### config.mk
export PLATFORM = sky130hd
export DESIGN_NAME = upcount
export DESIGN_NICKNAME = d
export VERILOG_FILES = /design/src/rtl/upcount.sv
export SDC_FILE = /design/constraint.sdc
export NUM_CORES = 1
export LEC_CHECK = 0
export ABC_AREA = 1
export CORE_AREA = 3 3 40 42
export CTS_CLUSTER_SIZE = 25
export DETAILED_ROUTE_END_ITERATION = 8
export DIE_AREA = 0 0 43 45
export GPL_TIMING_DRIVEN = 1
export HOLD_SLACK_MARGIN = 0.12
export REMOVE_ABC_BUFFERS = 1
export SLEW_MARGIN = 40
export SYNTH_ARGS = -nofsm -noshare
export SYNTH_HDL_FRONTEND = slang
export SYNTH_SLANG_ARGS = --single-unit
### constraint.sdc
create_clock -name clk -period 2.88 [get_ports clk]
set_clock_uncertainty 0.05 [all_clocks]
set_input_delay 0.288 -clock clk [delete_from_list [all_inputs] [get_ports clk]]
set_output_delay 0.288 -clock clk [all_outputs]
set_load 0.02 [all_outputs]
### src/rtl/upcount.sv
// upcount: WIDTH-bit up-counter with synchronous active-low reset,
// parallel load, and a terminal-count flag decoded from the count.
module upcount #(
    parameter int unsigned WIDTH = 4
) (
    input  logic             clk,
    input  logic             rst,
    input  logic             load,
    input  logic [WIDTH-1:0] data_in,
    output logic [WIDTH-1:0] q,
    output logic             tc
);

    localparam logic [WIDTH-1:0] ONE = WIDTH'(1);

    // Count register: reset beats load, load beats count; wraps modulo 2^WIDTH.
    always_ff @(posedge clk) begin
        if (!rst) begin
            q <= '0;
        end else if (load) begin
            q <= data_in;
        end else begin
            q <= q + ONE;
        end
    end

    // Terminal count: high only while the registered count is all ones.
    assign tc = &q;

endmodule

# ---- Yosys cells after proc, flatten, opt, wreduce, memory -nomap -nowiden
# Index checks and enable logic that the tools add are counted.
dict set report totals {
  regBits 4
  latch_bits 0
  mem_bits_rw 0
  rom_bits 0
  inputBits 7
  out_inout_bits 5
  word_cells 4
  memories 0
}
dict set report classes {
  add_sub_neg 1
  n_mul 0
  n_div 0
  magnitude_cmp 0
  n_eq_ne 0
  n_shift 0
  muxes 1
  n_bitwise 0
  n_reduce_logical 1
}
# operator n
set op_table {}
lappend op_table {{4-bit by 1-bit adder with 4-bit output (second input constant)} 1}
lappend op_table {{4-bit 2-to-1 mux} 1}
lappend op_table {{4-bit AND reduction} 1}

# ---- Depth between registers and ports, before layout
dict set report depth {
  depth_word 2
  ltp_mapped 5
  ltp_nobuf 5
}

# ---- Least setup slack after synthesis
# No wires, ideal clock.
dict set report synth_path {
  path_kind {reg2out}
  from {reg q[0]}
  to {out tc}
  arrival_time_ns 1.047
  required_ns 2.542
  slack_ns 1.495
  path_stages_with_launch 4
  path_buffers 0
  cell_sequence {dfxtp_1 ha_1 nand2_1 nor2_1}
}
dict set report synth_between {
  elab_chain_len 1
}
# element line
set synth_lines {}
lappend synth_lines {{start, declared} 10} ;# output logic [WIDTH-1:0] q,
lappend synth_lines {{start signal, assigned} 21} ;# q <= data_in;
lappend synth_lines {{start signal, assigned} 23} ;# q <= q + ONE;
lappend synth_lines {{4-bit AND reduction} 28} ;# assign tc = &q;
lappend synth_lines {{end, declared} 11} ;# output logic tc
# Every way passes these cells.

# ---- Final worst setup path
# Ends and elaborated chain as after synthesis.

==> flow_summary.json <==
{
  "outcome": "finished, final reports clean",
  "rows": 13,
  "p_sw_uw": 43.2,
  "detail_route.vias_per_cell": 3.79,
  "io_buffer_count": 11,
  "postLayoutCellArea_um2": 345,
  "drt_pass1_iterations": 1,
  "cts_tree": "yes",
  "synth.distinct_cells": 11,
  "remaining_drc_errors": 0,
  "cp_top_family": "buffers and inverters",
  "finalNetCount": 52,
  "critPathSlowestCell": "sky130_fd_sc_hd__clkdlybuf4s50_1",
  "p_clk_frac": 0.410,
  "largestRegisters": "q (4)",
  "worst_hold_path.endpoint": "q[0]",
  "clk_path_buf_depth": 2,
  "fp.dieW_um": 43,
  "fmaxAchievable_mhz": 524,
  "die_area_um2": 1940,
  "layout_cells_sized_above_1": 0.0714,
  "drt_wirelength_um": 442,
  "drt-initial-drc-count": 0,
  "p_per_area_nw_per_um2": 491,
  "pin_count": 12,
  "wire_per_inst_um": 7.75,
  "worst-slew-pin-transition_ps": 224,
  "synth_area_um2": 194,
  "fill_cells": 138,
  "rr_endpoint": "q[2]",
  "rsz0062_at_grt": "no",
  "post_dp_cell_area_um2": 323,
  "max_flop_register": "q",
  "postSynthCellCount": 28,
  "first_global_vias": 174,
  "period_utilisation_layout": 0.663,
  "largest_net_degree_at_the_start_of_global_routing": 7,
  "critical_path.endpoint_type": "output port",
  "tns_ps": 0,
  "met2_usage": 0.0689,
  "synth.ff_latch_count": 4,
  "grtUsageTotal": 0.0583,
  "drv_cap": 0,
  "avgSynthCellArea_um2": 6.93,
  "die_h_um": 45,
  "worstPathRequired_ps": 2540,
  "critPathKind": "reg -> out",
  "initial_antenna_violation_count": 0,
  "seqCellArea_um2": 80.1,
  "detailroute.via_count": 216,
  "synth.yosys.seq_area_share": 0.413,
  "setup_slack_ps": 971,
  "sequentialPowerShare": 0.382,
  "grt_pass1_wl_um": 690,
  "hpwl_um": 358,
  "power.ir.vdd_worst_v": 0.000212,
  "multi_input_area_um2": 95.1,
  "h-tree-depth": 1,
  "reg2reg_slack_ps": 1840,
  "cts_resized": 0,
  "timing.critical_path.cells": "ha_1 -> nand2_1 -> nor2_1 -> clkdlybuf4s50_1",
  "cts_num_sinks": 4,
  "cts-buffers-inserted": 3,
  "slew_headroom": 0.850,
  "use_met3": 0.0359,
  "clk-insertion-delay-late_ps": 230,
  "cell_internal_pwr_uw": 126,
  "finalWorstPathRequiredPeriod_ps": 1910,
  "floorplan.initialDensity": 0.151,
  "grtUsageMet1": 0.0482,
  "worstReg2RegStart": "q[0]",
  "grt-ovfl-total": 0,
  "antennaDiodeCount": 0,
  "place_ws_ps": 1220,
  "min_path_type": "reg -> reg",
  "finalWeightedCongestion": 0.738,
  "yosysWarnings": 0,
  "static-leakage-power_uw": 0.000160,
  "dp_cells": 54,
  "core_footprint_um2": 1280,
  "cts_setup_buffers": 0,
  "worst_setup_path_start_kind": "register",
  "worst-path-buf-inv": 1,
  "drt.antenna.violating_nets": 0,
  "busiest_layer": "met4",
  "hold_depth": 1,
  "setup_viol_count_final": 0,
  "slowest_delay_ps": 600,
  "cp_data_arrival_time_ps": 1570,
  "finalHoldViolations": 0,
  "slew_violations": 0,
  "syn2layout_area_growth_pct": 78.1,
  "power_frac_comb": 0.208,
  "clk_transition_reported_paths_ps": 40,
  "worst-r2r-cell-count": 4,
  "largest_register_ff_count": 4,
  "min_from": "q[0]",
  "power_switching_share": 0.254,
  "instances_no_fill": 57,
  "post_cts_hold_buffer_count": 0,
  "layout.core_utilization": 0.269,
  "cts-root-buf": "sky130_fd_sc_hd__clkbuf_4",
  "path_max_fanout": 5
}
## worst register-to-register path, cell delays in order, from the launching register on
cell and delay [ps]:
sky130_fd_sc_hd__dfxtp_1 340, sky130_fd_sc_hd__ha_1 230, sky130_fd_sc_hd__xor2_1 150, sky130_fd_sc_hd__o21ai_1 110, sky130_fd_sc_hd__inv_1 50
## cell usage in the layout (no fill, tap or decap)
cell type | Yosys | layout
sky130_fd_sc_hd__clkdlybuf4s50_1 | 0 | 11
sky130_fd_sc_hd__nor2_1 | 7 | 7
sky130_fd_sc_hd__inv_1 | 5 | 5
sky130_fd_sc_hd__dfxtp_1 | 4 | 4
sky130_fd_sc_hd__nand2_1 | 3 | 3
sky130_fd_sc_hd__clkbuf_4 | 0 | 3
sky130_fd_sc_hd__o21ai_0 | 2 | 2
sky130_fd_sc_hd__nand3_1 | 2 | 2
sky130_fd_sc_hd__xor2_1 | 1 | 1
sky130_fd_sc_hd__o21ai_1 | 1 | 1
sky130_fd_sc_hd__nand4_1 | 1 | 1
sky130_fd_sc_hd__a21oi_1 | 1 | 1
sky130_fd_sc_hd__ha_1 | 1 | 1
## cells by family after synthesis
group | share of synthesized area
simple gates | 0.277
buf+inv | 0.0968
compound gates | 0.103
flops | 0.413
xor+xnor | 0.0452
fa+ha+maj | 0.0645
## through the flow
step / total power (uW) / hold slack [ps]
final: 170 / 448
after global routing: 177 / 485
after CTS: 173 / 446
after detailed placement: 101 / 435
after global placement: 102 / 429
after floorplan: 81.3 / 352
## cells in the mapped netlist (all sizes together)
library cell  number  share of area
nor2               7           0.14
inv                5          0.097
dfxtp              4           0.41
nand2              3          0.058
o21ai              3          0.077
nand3              2          0.052
a21oi              1          0.026
ha                 1          0.065
nand4              1          0.032
xor2               1          0.045
## metal layers
metal / wire length, um / share of wire / up-vias
met3: 71 / 0.16 / 4
li1: - / - / 117
met1: 187 / 0.42 / 83
met2: 152 / 0.34 / 12
met4: 31 / 0.070 / 0
met5: 0 / 0 / -
## power by group through the flow
stage / Sequential [uW] / Clock, uW / Combinational (uW)
5_1_grt: 66.0 / 71.9 / 39.0
3_5_place_dp: 65.7 / 0 / 35.6
3_3_place_gp: 65.7 / 0 / 36.1
2_1_floorplan: 70.9 / 0 / 10.4
6_report: 64.8 / 69.5 / 35.3
4_1_cts: 64.9 / 71.9 / 35.8
## worst max path at each step
stage	to	slack, ps	cells past startpoint	start
4_1_cts	tc	960	4	q[0]
3_5_place_dp	tc	1220	4	q[0]
3_3_place_gp	tc	1250	4	q[0]
6_report	tc	970	4	q[0]
5_1_grt	tc	830	4	q[0]
2_1_floorplan	tc	1500	3	q[0]
## area by class of cell
class                           count  share of cell area
Inverter                            5              0.0543
Sequential cell                     4               0.232
Timing Repair Buffer               11               0.319
Clock buffer                        3              0.0652
Tap cell                           15              0.0543
Multi-Input combinational cell     19               0.275
No activity file was read; power rests on OpenSTA's default activity.
